$ cat config.mk
export PLATFORM = sky130hd
export DESIGN_NAME = ecp5pll_phase_ctrl
export DESIGN_NICKNAME = d
export VERILOG_FILES = /design/src/rtl/ecp5pll_phase_ctrl.sv
export SDC_FILE = /design/constraint.sdc
export NUM_CORES = 1
export LEC_CHECK = 0
export CAP_MARGIN = 20
export CORE_ASPECT_RATIO = 0.8
export CORE_MARGIN = 4
export CORE_UTILIZATION = 43
export CTS_BUF_LIST = sky130_fd_sc_hd__clkbuf_16
export DETAILED_ROUTE_END_ITERATION = 7
export GPL_TIMING_DRIVEN = 0
export HOLD_SLACK_MARGIN = 0.02
export MAX_ROUTING_LAYER = met4
export PLACE_DENSITY = 0.61
export SLEW_MARGIN = 40
export SYNTH_ARGS = -nofsm -noshare
export SYNTH_HDL_FRONTEND = slang
export SYNTH_SLANG_ARGS = --single-unit
$ cat constraint.sdc
create_clock -name clk_i -period 2.9 [get_ports clk_i]
set_input_delay 0.29 -clock clk_i [delete_from_list [all_inputs] [get_ports clk_i]]
set_output_delay 0.29 -clock clk_i [all_outputs]
set_load 0.05 [all_outputs]
$ cat src/rtl/ecp5pll_phase_ctrl.sv
// ecp5pll_phase_ctrl
// Sequences the ECP5 PLL dynamic phase-shift pins (phasesel, phasedir,
// phasestep, phaseloadreg) for one command at a time, then waits for the
// PLL to re-lock. It signals done on success, or raises a sticky err flag
// if lock does not return within LOCK_TO_CYC cycles.
// All outputs come straight from flops. Each state's length is measured by
// a single cycle counter that restarts whenever the state changes.
module ecp5pll_phase_ctrl #(
  parameter int unsigned SETUP_CYC   = 2,
  parameter int unsigned STEP_HI_CYC = 4,
  parameter int unsigned STEP_LO_CYC = 4,
  parameter int unsigned LOCK_TO_CYC = 65535
) (
  input  logic       clk_i,
  input  logic       reset_n,
  input  logic       cmd_valid,
  output logic       cmd_ready,
  input  logic [1:0] cmd_sel,
  input  logic       cmd_dir,
  input  logic [7:0] cmd_steps,
  input  logic       cmd_load,
  input  logic       pll_locked,
  output logic [1:0] phasesel,
  output logic       phasedir,
  output logic       phasestep,
  output logic       phaseloadreg,
  output logic       busy,
  output logic       done,
  output logic       err
);

  // The counter is wide enough for the largest lock timeout (2^20-1).
  localparam int unsigned CNT_W = 20;

  // Counter values on the last cycle of each timed state.
  localparam logic [CNT_W-1:0] SETUP_LAST = CNT_W'(SETUP_CYC - 1);
  localparam logic [CNT_W-1:0] HI_LAST    = CNT_W'(STEP_HI_CYC - 1);
  localparam logic [CNT_W-1:0] LO_LAST    = CNT_W'(STEP_LO_CYC - 1);
  localparam logic [CNT_W-1:0] TO_LAST    = CNT_W'(LOCK_TO_CYC - 1);
  localparam logic [CNT_W-1:0] CNT_MAX    = {CNT_W{1'b1}};

  typedef enum logic [2:0] {
    ST_IDLE      = 3'd0,
    ST_SETUP     = 3'd1,
    ST_STEP_HI   = 3'd2,
    ST_STEP_LO   = 3'd3,
    ST_LOAD      = 3'd4,
    ST_WAIT_LOCK = 3'd5
  } state_e;

  state_e           state_q, state_d;
  logic [CNT_W-1:0] cnt_q, cnt_d;
  logic [7:0]       steps_q, steps_d;
  logic             load_q, load_d;
  logic [1:0]       sel_q, sel_d;
  logic             dir_q, dir_d;
  logic             step_q, step_d;
  logic             ldreg_q, ldreg_d;
  logic             busy_q, busy_d;
  logic             done_q, done_d;
  logic             err_q, err_d;
  logic             ready_q, ready_d;
  logic             sync1_q;
  logic             lk_q;
  logic             accept;

  assign accept = cmd_valid & ready_q;

  // Bring the asynchronous PLL lock into the clk_i domain (two flops).
  always_ff @(posedge clk_i or negedge reset_n) begin
    if (!reset_n) begin
      sync1_q <= 1'b0;
      lk_q    <= 1'b0;
    end else begin
      sync1_q <= pll_locked;
      lk_q    <= sync1_q;
    end
  end

  // Next-state logic, command capture, the step countdown and done/err.
  always_comb begin
    state_d = state_q;
    steps_d = steps_q;
    load_d  = load_q;
    sel_d   = sel_q;
    dir_d   = dir_q;
    err_d   = err_q;
    done_d  = 1'b0;
    case (state_q)
      ST_IDLE: begin
        if (accept) begin
          steps_d = cmd_steps;
          load_d  = cmd_load;
          sel_d   = cmd_sel;
          dir_d   = cmd_dir;
          err_d   = 1'b0;
          if ((cmd_steps == 8'd0) && !cmd_load) begin
            state_d = ST_WAIT_LOCK;
          end else begin
            state_d = ST_SETUP;
          end
        end else begin
          state_d = ST_IDLE;
        end
      end
      ST_SETUP: begin
        if (cnt_q == SETUP_LAST) begin
          if (steps_q != 8'd0) begin
            state_d = ST_STEP_HI;
          end else begin
            state_d = ST_LOAD;
          end
        end else begin
          state_d = ST_SETUP;
        end
      end
      ST_STEP_HI: begin
        if (cnt_q == HI_LAST) begin
          state_d = ST_STEP_LO;
          // Decrement only when a step is actually owed, so 0 cannot wrap to 255.
          if (steps_q != 8'd0) begin
            steps_d = steps_q - 8'd1;
          end else begin
            steps_d = steps_q;
          end
        end else begin
          state_d = ST_STEP_HI;
        end
      end
      ST_STEP_LO: begin
        if (cnt_q == LO_LAST) begin
          if (steps_q != 8'd0) begin
            state_d = ST_STEP_HI;
          end else if (load_q) begin
            state_d = ST_LOAD;
          end else begin
            state_d = ST_WAIT_LOCK;
          end
        end else begin
          state_d = ST_STEP_LO;
        end
      end
      ST_LOAD: begin
        if (cnt_q == HI_LAST) begin
          state_d = ST_WAIT_LOCK;
        end else begin
          state_d = ST_LOAD;
        end
      end
      ST_WAIT_LOCK: begin
        // Lock is only consulted here; stepping is expected to disturb it.
        if (lk_q) begin
          state_d = ST_IDLE;
          done_d  = 1'b1;
        end else if (cnt_q == TO_LAST) begin
          state_d = ST_IDLE;
          err_d   = 1'b1;
        end else begin
          state_d = ST_WAIT_LOCK;
        end
      end
      default: begin
        state_d = ST_IDLE;
      end
    endcase
  end

  // Cycle counter: restarts on every state change, sits at 0 in IDLE, saturates.
  always_comb begin
    cnt_d = cnt_q;
    if ((state_d != state_q) || (state_q == ST_IDLE)) begin
      cnt_d = {CNT_W{1'b0}};
    end else if (cnt_q != CNT_MAX) begin
      cnt_d = cnt_q + {{(CNT_W-1){1'b0}}, 1'b1};
    end else begin
      cnt_d = cnt_q;
    end
  end

  // Output levels follow the next state, so each registered output lines up with state_q.
  always_comb begin
    step_d  = (state_d == ST_STEP_HI);
    ldreg_d = (state_d == ST_LOAD);
    busy_d  = (state_d != ST_IDLE);
    ready_d = (state_d == ST_IDLE);
  end

  // Register the FSM state, counters, captured command and all outputs.
  always_ff @(posedge clk_i or negedge reset_n) begin
    if (!reset_n) begin
      state_q <= ST_IDLE;
      cnt_q   <= {CNT_W{1'b0}};
      steps_q <= 8'd0;
      load_q  <= 1'b0;
      sel_q   <= 2'd0;
      dir_q   <= 1'b0;
      step_q  <= 1'b0;
      ldreg_q <= 1'b0;
      busy_q  <= 1'b0;
      done_q  <= 1'b0;
      err_q   <= 1'b0;
      ready_q <= 1'b0;
    end else begin
      state_q <= state_d;
      cnt_q   <= cnt_d;
      steps_q <= steps_d;
      load_q  <= load_d;
      sel_q   <= sel_d;
      dir_q   <= dir_d;
      step_q  <= step_d;
      ldreg_q <= ldreg_d;
      busy_q  <= busy_d;
      done_q  <= done_d;
      err_q   <= err_d;
      ready_q <= ready_d;
    end
  end

  assign cmd_ready    = ready_q;
  assign phasesel     = sel_q;
  assign phasedir     = dir_q;
  assign phasestep    = step_q;
  assign phaseloadreg = ldreg_q;
  assign busy         = busy_q;
  assign done         = done_q;
  assign err          = err_q;

endmodule

Word-level counts from Yosys, hierarchy flattened
Cells that the tools add are included.

cells by class
  add/subtract/negate cells = 2
  equal/unequal tests = 17
  multiplexer cells = 24
  bitwise gates (word level) = 1
  reductions and logical operators = 14

operators with widths
  operator                                                             count
  20-bit 2-to-1 mux                                                    2
  3-bit 2-to-1 mux                                                     8
  8-bit 2-to-1 mux                                                     3
  20-bit by 1-bit adder with 20-bit output (second input constant)     1
  20-bit by 1-bit == test with 1-bit output (second input constant)    1
  20-bit by 16-bit == test with 1-bit output (second input constant)   1
  20-bit by 2-bit == test with 1-bit output (second input constant)    1
  20-bit != test (second input constant)                               1
  3-bit one-hot mux with 6 select lines                                1
  8-bit one-hot mux with 2 select lines                                1
  2-bit != test (second input constant)                                5
  3-bit by 2-bit == test with 1-bit output (second input constant)     3
  3-bit == test (second input constant)                                3
  8-bit logical NOT                                                    1
  1-bit 2-to-1 mux                                                     8
  4-bit AND reduction                                                  2
  8-bit nonzero test                                                   1
  8-bit by 1-bit subtractor with 8-bit output (second input constant)  1
  3-bit logical NOT                                                    2
  2-bit nonzero test                                                   3
  3-bit by 1-bit == test with 1-bit output (second input constant)     1
  3-bit != test                                                        1
  3-bit nonzero test                                                   1
  1-bit one-hot mux with 2 select lines                                1
  other kinds (5)                                                      5

word-level totals
  flip-flop bits (word level) = 43
  bits of input ports = 16
  output and inout port bits = 9
  word-level logic and storage cells = 72

Depth between registers and ports, before layout
  depth in word-level cells = 8
  gate-level depth with buffers = 9
  gate-level depth less buffers = 9

Least setup slack after synthesis
No wires, ideal clock.

  path kind = reg-to-reg
  start = reg steps_q[0]
  end = reg cnt_q[10]
  library setup time = 0.145 ns
  arrival = 2.198 ns
  data required time = 2.755 ns
  path slack = 0.556 ns
  stages on the path, launching flop included = 10
  path buffers = 1
  clock period less this slack = 2.344 ns
  cells stage by stage = dfrtp_1 -> inv_1 -> ha_1 -> or3b_2 -> or4_1 -> nor4_2 -> nor3_2 -> a211oi_2 -> buf_6 -> nor3_1

on the way
  cells in the longest elaborated chain, start to end = 7
  elaborated cells on any way between the ends = 10
  classes of those cells = eq/ne: 1; mux: 6; reduce/logical: 3

ends and longest elaborated chain
  item                                                     RTL line  text
  start: declaration                                       53        logic [7:0] steps_q, steps_d;
  start signal: assignment                                 206       steps_q <= steps_d;
  8-bit nonzero test *                                     108, 132
  3-bit 2-to-1 mux, on equally long branches               132, 108
  3-bit 2-to-1 mux, on equally long branches               131, 107
  3-bit one-hot mux with 6 select lines *                  89        case (state_q)
  3-bit != test *                                          171       if ((state_d != state_q) || (state_q == ST_IDLE)) begin
  1-bit logical OR *                                       171
  20-bit 2-to-1 mux or 2-bit nonzero test (tied branches)  n/a
  end signal: assignment                                   192       cnt_q <= {CNT_W{1'b0}};
  end signal: assignment                                   205       cnt_q <= cnt_d;
  end: declaration                                         52        logic [CNT_W-1:0] cnt_q, cnt_d;

Every way passes the cells marked *; elsewhere a longest branch is shown, timed or not.
A chain may end at the register's enable or synchronous reset.

Worst setup path in the final report
Ends and elaborated chain as after synthesis.

==> impl_metrics.json <==
{
  "status": "finished, final reports clean",
  "cts_max_level": 2,
  "path_class": "reg2reg",
  "antenna_found_initial": 0,
  "path_buf_inv": 2,
  "die_h_um": 74.75,
  "post-dp-hpwl_um": 4032,
  "yosysMostFrequentCell": "dfrtp_1",
  "clockBufferDepth": 2,
  "finalHoldViolations": 0,
  "synth_top_flop_cell": "dfrtp_1",
  "critPathRequiredTime_ns": 3.03,
  "drt_first_iter_violations": 110,
  "avgSynthCellArea_um2": 9.428,
  "syn_area_mm2": 0.002395,
  "skew_ns": 0.004512,
  "slew_headroom_pct": 48.03,
  "dp_slack_ns": 0.2371,
  "antenna_cells": 0,
  "grt.overflow.total": 0,
  "synth_edf_count": 0,
  "end_kind": "flop",
  "hold_buffers": 1,
  "insertion_delay_ns": 0.28,
  "clk_pin_slew_ns": 0.06,
  "die_w_um": 91.44,
  "postRouteAntennaNets": 0,
  "io_buffer_count": 24,
  "wl_per_cell_um": 14.73,
  "async_reset_ff_share_pct": 100.0,
  "drive_gt1_share_pct": 8.333,
  "power_mw": 1.283,
  "period_share_pct": 90.47,
  "grt_pass1_vias": 1929,
  "gp_congestion": 0.8949,
  "yosys-top-cells-count": "43 x dfrtp_1, 25 x nor2_1, 21 x nand2_1",
  "crit_chain": "inv_1 -> ha_1 -> or3b_2 -> or4_1 -> nor4_2 -> nor3_2 -> a211oi_2 -> buf_6 -> nor3_1",
  "synth_top_area_share_pct": 44.93,
  "hold_path_class": "reg2reg",
  "max_freq_mhz": 381.1,
  "setup_viol": 0,
  "nFillCells": 507,
  "grt_max_degree": 26,
  "netlist_instances": 254,
  "via_per_inst": 5.393,
  "grt_pass1_wl_um": 9377,
  "start_util_pct": 44.06,
  "vdd_drop_max_uv": 229.4,
  "ios": 25,
  "timing.final.crit_period_ns": 2.624,
  "ys_ff_latch": 43,
  "crit_arrival_ns": 2.76,
  "worst_pin_slew_ns": 0.7724,
  "wl_um": 5390,
  "drtPass1Iterations": 4,
  "clock-sinks": 43,
  "cts-resized-gates": 0,
  "maxSlewViolCount": 0,
  "cp_slowest_cell": "or3b_2",
  "synth.largest_area_cell": "dfrtp_1",
  "post-route-drc-count": 0,
  "cpPeakStageDelay_ns": 0.47,
  "cts_tree": "built",
  "worst_setup_path_start_kind": "flop",
  "cts_buffers": 5,
  "area_growth_pct": 22.26,
  "coreArea_mm2": 0.005435,
  "syn-num-nets": 275,
  "setup-tns-final_ns": 0,
  "synthTopCellsByArea": "dfrtp_1 45%, a21oi_1 4.2%, nor2_1 3.9%, xor2_1 3.7%, nand2_1 3.3%",
  "p_per_area_mw_per_mm2": 438.2,
  "p_leak_nw": 1.259,
  "nets": 308,
  "die-area_mm2": 0.006835,
  "setup_slack_ns": 0.2762,
  "cap_viol_max_count": 0,
  "yosys_warnings": 0,
  "crit_fanout": 10,
  "post_cts_buffers": 0,
  "fp-row-count": 24,
  "yosysSeqAreaShare_pct": 44.93,
  "yosysUniqueCellTypes": 50,
  "cp_top_family": "simple AND/OR/NAND/NOR gates",
  "cts_root_buf": "clkbuf_16",
  "track_usage_pct": 17.84,
  "vias": 1974,
  "rsz0062_at_grt": "false"
}
-- metrics by stage --
| stage | std cells | cell area [um^2] | utilization (%) | hold slack, ns |
|---|---|---|---|---|
| 5_1_grt | 366 | 2928 | 53.87 | 0.3768 |
| 3_3_place_gp | 356 | 2733 | 50.28 | 0.3350 |
| 2_1_floorplan | 254 | 2395 | - | -0.005591 |
| 6_report | 366 | 2928 | 53.87 | 0.3526 |
| 4_1_cts | 366 | 2928 | 53.87 | 0.3589 |
| 3_5_place_dp | 357 | 2750 | 50.60 | 0.1795 |
-- registers in the layout (all words and copies together) (netlist names) --
| signal | flops |
|---|---|
| steps_q | 8 |
| state_q | 3 |
| done | 1 |
| phasestep | 1 |
| phaseloadreg | 1 |
| phasesel | 2 |
| busy | 1 |
| cmd_ready | 1 |
| sync1_q | 1 |
| cnt_q | 20 |
| lk_q | 1 |
| err | 1 |
| load_q | 1 |
| phasedir | 1 |
-- cell usage in the layout (no fill, tap or decap), drive strengths merged, types with 2 or more instances in the layout --
| cell | n |
|---|---|
| nand2b | 3 |
| clkdlybuf4s50 | 23 |
| buf | 5 |
| nand3 | 7 |
| o21ai | 7 |
| inv | 12 |
| mux2 | 5 |
| and2 | 5 |
| nor2 | 25 |
| and3 | 3 |
| nor4b | 2 |
| nor3b | 5 |
| xnor2 | 9 |
| nor2b | 3 |
| ha | 5 |
| or3 | 4 |
| nand4 | 7 |
| xor2 | 10 |
| a31oi | 2 |
| nor4 | 12 |
| nor3 | 11 |
| a21oi | 20 |
| or4 | 3 |
| clkbuf | 10 |
| dfrtp | 43 |
| or2 | 2 |
| nand2 | 21 |
| o22ai | 3 |
-- final cells by class --
cell class | instances | area (um^2) | share of cell area [%]
multi-input combinational | 192 | 1231 | 42.05
sequential | 43 | 1076 | 36.75
timing repair buffer | 26 | 267.8 | 9.145
clock buffer | 5 | 125.1 | 4.274
tap | 78 | 97.59 | 3.333
buffer | 8 | 46.29 | 1.581
clock inverter | 3 | 42.54 | 1.453
inverter | 11 | 41.29 | 1.410
-- cell families (layout without fill, tap and decap cells) --
kind of cell               count (synthesis)  count (layout)  synth area share [%]
AOI/OAI and AO/OA                         45              45                 12.28
DFF                                       43              43                 44.93
xor gates and xnor gates                  19              19                 6.949
and+or+nand+nor                          117             117                 26.80
adders and majority gates                  5               5                 2.612
buffers and inverters                     19              53                 3.657
muxes                                      6               6                 2.769
-- layer usage --
| layer | vias up | GRT usage (%) | share of wire (%) |
|---|---|---|---|
| met2 | 45 | 25.10 | 43 |
| met1 | 940 | 26.14 | 51 |
| met5 | - | - | 0 |
| met3 | 4 | 3.996 | 5.5 |
| met4 | 0 | 4.013 | 0.63 |
| li1 | 985 | - | - |
-- worst paths after layout --
check | startpoint | end | slack (ns) | depth (start not counted)
max in group asynchronous | reset_n | cnt_q[2] | 2.06 | 3
min in group asynchronous | reset_n | steps_q[0] | 0.42 | 2
min | sync1_q | lk_q | 0.35 | 0
min reg2reg | sync1_q | lk_q | 0.35 | 0
max reg2reg | steps_q[0] | cnt_q[10] | 0.28 | 9
max | steps_q[0] | cnt_q[10] | 0.28 | 9
-- report_power, final --
group	internal, mW	switching (mW)
registers	0.601	0.000405
clock network	0.406	0.233
logic	0.0237	0.0185
Power figures use the tool's default switching activity.
